$ cat src/rtl/half_subtractor_core.sv
// rtl/half_subtractor_core.sv - per-lane half subtractor with optional output register and borrow event counter
// Lanes are independent 1-bit cells; borrow_count tallies qualified cycles with any lane borrowing.
module half_subtractor_core #(
  parameter int unsigned WIDTH        = 1,
  parameter int unsigned REGISTER_OUT = 0,
  parameter int unsigned CNT_W        = 16
) (
  input  logic             clk,
  input  logic             rst_n,
  input  logic [WIDTH-1:0] a,
  input  logic [WIDTH-1:0] b,
  input  logic             in_valid,
  input  logic             clr_count,
  output logic [WIDTH-1:0] diff,
  output logic [WIDTH-1:0] borrow,
  output logic             out_valid,
  output logic [CNT_W-1:0] borrow_count
);

  localparam logic [CNT_W-1:0] CNT_MAX = '1;
  localparam logic [CNT_W-1:0] CNT_ONE = CNT_W'(1);

  logic [WIDTH-1:0] diff_c;
  logic [WIDTH-1:0] borrow_c;
  logic             any_borrow;

  always_comb begin
    diff_c     = a ^ b;
    borrow_c   = ~a & b;
    any_borrow = |borrow_c;
  end

  logic [CNT_W-1:0] borrow_count_q;
  logic [CNT_W-1:0] borrow_count_d;

  // Clear wins over a same-edge increment; the counter parks at all-ones.
  always_comb begin
    borrow_count_d = borrow_count_q;
    if (clr_count) begin
      borrow_count_d = '0;
    end else if (in_valid && any_borrow && (borrow_count_q != CNT_MAX)) begin
      borrow_count_d = borrow_count_q + CNT_ONE;
    end
  end

  always_ff @(posedge clk or negedge rst_n) begin
    if (!rst_n) begin
      borrow_count_q <= '0;
    end else begin
      borrow_count_q <= borrow_count_d;
    end
  end

  assign borrow_count = borrow_count_q;

  generate
    if (REGISTER_OUT != 0) begin : g_reg
      logic [WIDTH-1:0] diff_q;
      logic [WIDTH-1:0] diff_d;
      logic [WIDTH-1:0] borrow_q;
      logic [WIDTH-1:0] borrow_d;
      logic             out_valid_q;
      logic             out_valid_d;

      // Result registers only capture qualified inputs; out_valid tracks in_valid every edge.
      always_comb begin
        diff_d      = diff_q;
        borrow_d    = borrow_q;
        out_valid_d = in_valid;
        if (in_valid) begin
          diff_d   = diff_c;
          borrow_d = borrow_c;
        end
      end

      always_ff @(posedge clk or negedge rst_n) begin
        if (!rst_n) begin
          diff_q      <= '0;
          borrow_q    <= '0;
          out_valid_q <= 1'b0;
        end else begin
          diff_q      <= diff_d;
          borrow_q    <= borrow_d;
          out_valid_q <= out_valid_d;
        end
      end

      assign diff      = diff_q;
      assign borrow    = borrow_q;
      assign out_valid = out_valid_q;
    end else begin : g_comb
      assign diff      = diff_c;
      assign borrow    = borrow_c;
      assign out_valid = in_valid;
    end
  endgenerate

endmodule

$ cat config.mk
export PLATFORM = sky130hd
export DESIGN_NAME = half_subtractor_core
export DESIGN_NICKNAME = d
export VERILOG_FILES = /design/src/rtl/half_subtractor_core.sv
export SDC_FILE = /design/constraint.sdc
export NUM_CORES = 1
export LEC_CHECK = 0
export CAP_MARGIN = 40
export CORE_MARGIN = 1
export CORE_UTILIZATION = 47
export DETAILED_ROUTE_END_ITERATION = 10
export HOLD_SLACK_MARGIN = 0.1
export PLACE_DENSITY_LB_ADDON = 0.12
export SYNTH_ARGS = -nofsm -noshare
export SYNTH_HDL_FRONTEND = slang
export SYNTH_SLANG_ARGS = --single-unit
$ cat constraint.sdc
create_clock -name clk -period 2.5 [get_ports clk]
set_input_delay 0.5 -clock clk [delete_from_list [all_inputs] [get_ports clk]]
set_output_delay 0.5 -clock clk [all_outputs]
set_load 0.02 [all_outputs]
# After elaboration in Yosys (flattened, before gate mapping)
# Index checks and enable logic that the tools add are counted.
# totals
register_bits	16
word_cells	11
# classes
bitwise_logic	3
n_eq_ne	1
reduce_logical	3
n_mux	2
n_addsub	1
# ops
operator	count
$mux W16	2
$add A16 B1 Y16 const B	1
$ne A16 B16 Y1 const B	1
$logic_and A1 B1 Y1	2
$reduce_bool A2 Y1	1
$and A1 B1 Y1	1
$not A1 Y1	1
$xor A1 B1 Y1	1

# Logic depth before layout (Yosys ltp)
# depth
ltp_word	6
depth_mapped	7
mapped_depth_nobuf	6

# Worst setup path before layout
# No wires, ideal clock.
# synth_path
path_type	input -> register
startpoint	input port a
endpoint	register borrow_count_q[12], in the netlist borrow_count[12]
setup_time_ps	78
slack_ps	219
t_arrival_ps	2203
path_stages	7
n_path_buf	1
cell_sequence	inv_1 -> ha_1 -> nand2_1 -> or3_1 -> buf_2 -> or4_1 -> a21oi_1
# synth_via
elab_chain_len	5
# synth_rtl
item	line_no	source
start, declared	10	input logic [WIDTH-1:0] a,
$not A1 Y1	29	borrow_c = ~a & b;
$and A1 B1 Y1	29	
named net borrow	15	output logic [WIDTH-1:0] borrow,
$logic_and A1 B1 Y1 (2 in a row)	41	end else if (in_valid && any_borrow && (borrow_count_q != CNT_MAX)) begin
$reduce_bool A2 Y1 (no source line)	--	
end signal, assigned	50	borrow_count_q <= borrow_count_d;
end, declared	33	logic [CNT_W-1:0] borrow_count_q;
# The timed path passes the listed nets, and every way through them passes these cells.
# A chain may end at the register's enable or synchronous reset.

# Worst setup path in the final report
# layout_path
startpoint	input port a
endpoint	output port diff
# layout_via
elab_chain_len	1
# layout_rtl
item	line_no	source
$xor A1 B1 Y1	28	diff_c = a ^ b;
end, declared	14	output logic [WIDTH-1:0] diff,
# No other way between the ends.

==> impl_metrics.env <==
export IMPL_synth_nets=113
export IMPL_cts_tree="yes"
export IMPL_power_density_mw_per_mm2=373
export IMPL_pwr_share_clk_pct=36.4
export IMPL_grt_pass1_vias=830
export IMPL_die_h_um=47.3
export IMPL_cts_root_buf="clkbuf_4"
export IMPL_remaining_drc_errors=0
export IMPL_p_comb_share_pct=8.9
export IMPL_portBuffers=24
export IMPL_min_path_type="in2async"
export IMPL_io_pins=25
export IMPL_fillers=190
export IMPL_drv_cap=0
export IMPL_grt_overflow_total=0
export IMPL_dr_total_vias=938
export IMPL_fmax_mhz=417
export IMPL_fin_crit_sh_pct=95.9
export IMPL_worstPathArrival_ns=1.90
export IMPL_max_slew_margin_rel_pct=52.6
export IMPL_fin_util_pct=65.9
export IMPL_cts_made_buffers=3
export IMPL_finalSetupTns_ns=0
export IMPL_seq_area_um2=400
export IMPL_multi_input_area_um2=528
export IMPL_slowest_stage="clkdlybuf4s50_1"
export IMPL_p_seq_share_pct=54.7
export IMPL_hold_buffers=0
export IMPL_finalMaxSlewViolations=0
export IMPL_status="finished, final reports clean"
export IMPL_tightestPinTransition_ns=0.709
export IMPL_n_antenna_cell=0
export IMPL_syn_area_per_cell_um2=9.18
export IMPL_wire_per_inst_um=13.9
export IMPL_htreeDepth=1
export IMPL_ys_seq_area_share_pct=41.6
export IMPL_cts_repair_resize_count=0
export IMPL_setup_viol=0
export IMPL_dp_hpwl_mm=1.63
export IMPL_pre_cts_slack_ns=0.0908
export IMPL_antenna_found_initial=0
export IMPL_ys_warnings_count=0
export IMPL_std_cell_rows=16
export IMPL_dpl_instance_area_mm2=0.00124
export IMPL_critPathMaxStageDelay_ns=0.59
export IMPL_intPower_mw=0.367
export IMPL_end_kind="output pin"
export IMPL_final_layout_size_suffix_gt1_share_pct=10.6
export IMPL_timing_final_ws_setup_ns=0.102
export IMPL_final_antenna_net_count=0
export IMPL_firstDrtPassIters=5
export IMPL_leakage_nw=0.494
export IMPL_core_area_mm2=0.00194
export IMPL_rsz0062_at_grt="no"
export IMPL_grt_max_degree=17
export IMPL_p_sw_mw=0.110
export IMPL_final_nets=141
export IMPL_cp_max_fo=1
export IMPL_cp_cell_sequence="clkdlybuf4s50_1 -> inv_1 -> ha_1 -> inv_1 -> clkdlybuf4s50_1"
export IMPL_postCtsSetupRepairBufs=0
export IMPL_first_iter_violations=23
export IMPL_ys_ff_latch=16
export IMPL_grt_first_pass_wirelength_mm=3.43
export IMPL_cts_clk_slew_worst_paths_ns=0.10
export IMPL_cts_sinks=16
export IMPL_swShare_pct=23.1
export IMPL_finalHoldViolations=0
export IMPL_design_area_mm2=0.00128
export IMPL_start_util_pct=49.6
export IMPL_die_w_um=47.3
export IMPL_grt_usage_pct=21.2
export IMPL_largest_reg_flops=16
export IMPL_critPathKind="in2out"
export IMPL_die_area_mm2=0.00223
export IMPL_cp_start_kind="input port"
export IMPL_insertion_delay_ns=0.29
export IMPL_syn_to_final_growth_pct=32.9
export IMPL_vias_per_cell=5.90
export IMPL_routabilityCongestion=0.812
export IMPL_syn_inst=105
export IMPL_critPathRequiredTime_ns=2.00
export IMPL_period_minus_slack_ns=2.40
export IMPL_routed_wl_mm=2.21
export IMPL_ys_types=32
export IMPL_vdd_drop_max_mv=0.310
export IMPL_ctsLongestPathBuffers=2
export IMPL_final_setup_skew_ns=0.00636
export IMPL_netlist_area_um2=963
export IMPL_fin_total_pwr_mw=0.478
==> critical path: cells and delay by family <==
family     cells  cell delay (ns)
buf+inv        4             1.13
fa+ha+maj      1             0.27
==> stage by stage <==
stage               hold slack (ns)  instances
floorplan                     0.204        105
global placement              0.598        155
detailed placement            0.607        155
CTS                           0.622        159
global route                  0.651        159
finish                        0.618        159
==> worst paths after layout <==
path,startpoint,end,slack [ns],cells after the start
worst max-delay path,a,diff,0.10,5
worst min-delay path,rst_n,borrow_count[8],0.62,1
worst max register to register,borrow_count[0],borrow_count[7],0.42,6
worst min register to register,borrow_count[10],borrow_count[10],0.62,2
max in group asynchronous,rst_n,borrow_count[6],1.42,1
min in group clk,borrow_count[10],borrow_count[10],0.62,2
==> cell usage after synthesis, drive strengths merged <==
cell type / instances / area share (%)
nor4b: 2 / 1.8
o21a: 1 / 0.78
nand2: 7 / 2.7
buf: 3 / 1.7
clkbuf: 2 / 0.78
nand4: 8 / 6.8
nand3b: 2 / 1.6
nand3: 4 / 2.1
o21ai: 7 / 3.6
nor3b: 1 / 0.78
mux2: 3 / 3.5
inv: 3 / 1.2
or3: 8 / 5.3
nor2b: 3 / 1.9
a21oi: 9 / 4.7
nor2: 5 / 1.9
dfrtp: 16 / 42
nor4: 5 / 4.8
o21bai: 1 / 0.78
and3: 1 / 0.65
and3b: 1 / 0.91
ha: 2 / 2.6
and2: 1 / 0.65
o31ai: 2 / 1.6
a41oi: 1 / 0.91
nor3: 4 / 2.1
or4: 3 / 2.3
==> final cells by class <==
cell class | instances | area share, %
inverters | 3 | 0.880
multi-input cells | 81 | 41.3
flip-flops and latches | 16 | 31.3
clock buffers | 4 | 2.83
well taps | 27 | 2.64
repair buffers | 28 | 21.1
==> logic make-up (layout without fill, tap and decap cells) <==
kind of cell | Yosys count | in the layout | synth area share [%]
buf+inv | 8 | 35 | 3.64
flops | 16 | 16 | 41.6
compound gates | 21 | 21 | 12.3
simple gates | 55 | 55 | 36.4
fa+ha+maj | 2 | 2 | 2.60
mux | 3 | 3 | 3.51
==> placed cells by master (no fill, tap or decap), types with 5 or more instances in the layout <==
cell type,synthesis,final
nand4_1,7,7
a21oi_1,9,9
dfrtp_1,16,16
o21ai_0,7,7
nand2_1,7,7
nor2_1,5,5
or3_1,7,7
clkdlybuf4s50_1,0,24
==> power by group through the flow <==
stage	registers [mW]	logic [mW]	clock network (mW)
after floorplan	0.267	0.0173	0
after global placement	0.266	0.0430	0
after detailed placement	0.266	0.0432	0
after CTS	0.261	0.0433	0.176
after global routing	0.262	0.0468	0.189
final	0.261	0.0425	0.174
==> metal layers <==
layer	track usage [%]	routed length [µm]	share of wire, %
met1	26.4	984	45
met2	38.4	1110	50
met3	2.31	93	4.2
met4	5.71	18	0.81
met5	0	0	0
Note: power is estimated with default switching activity, not from simulation.
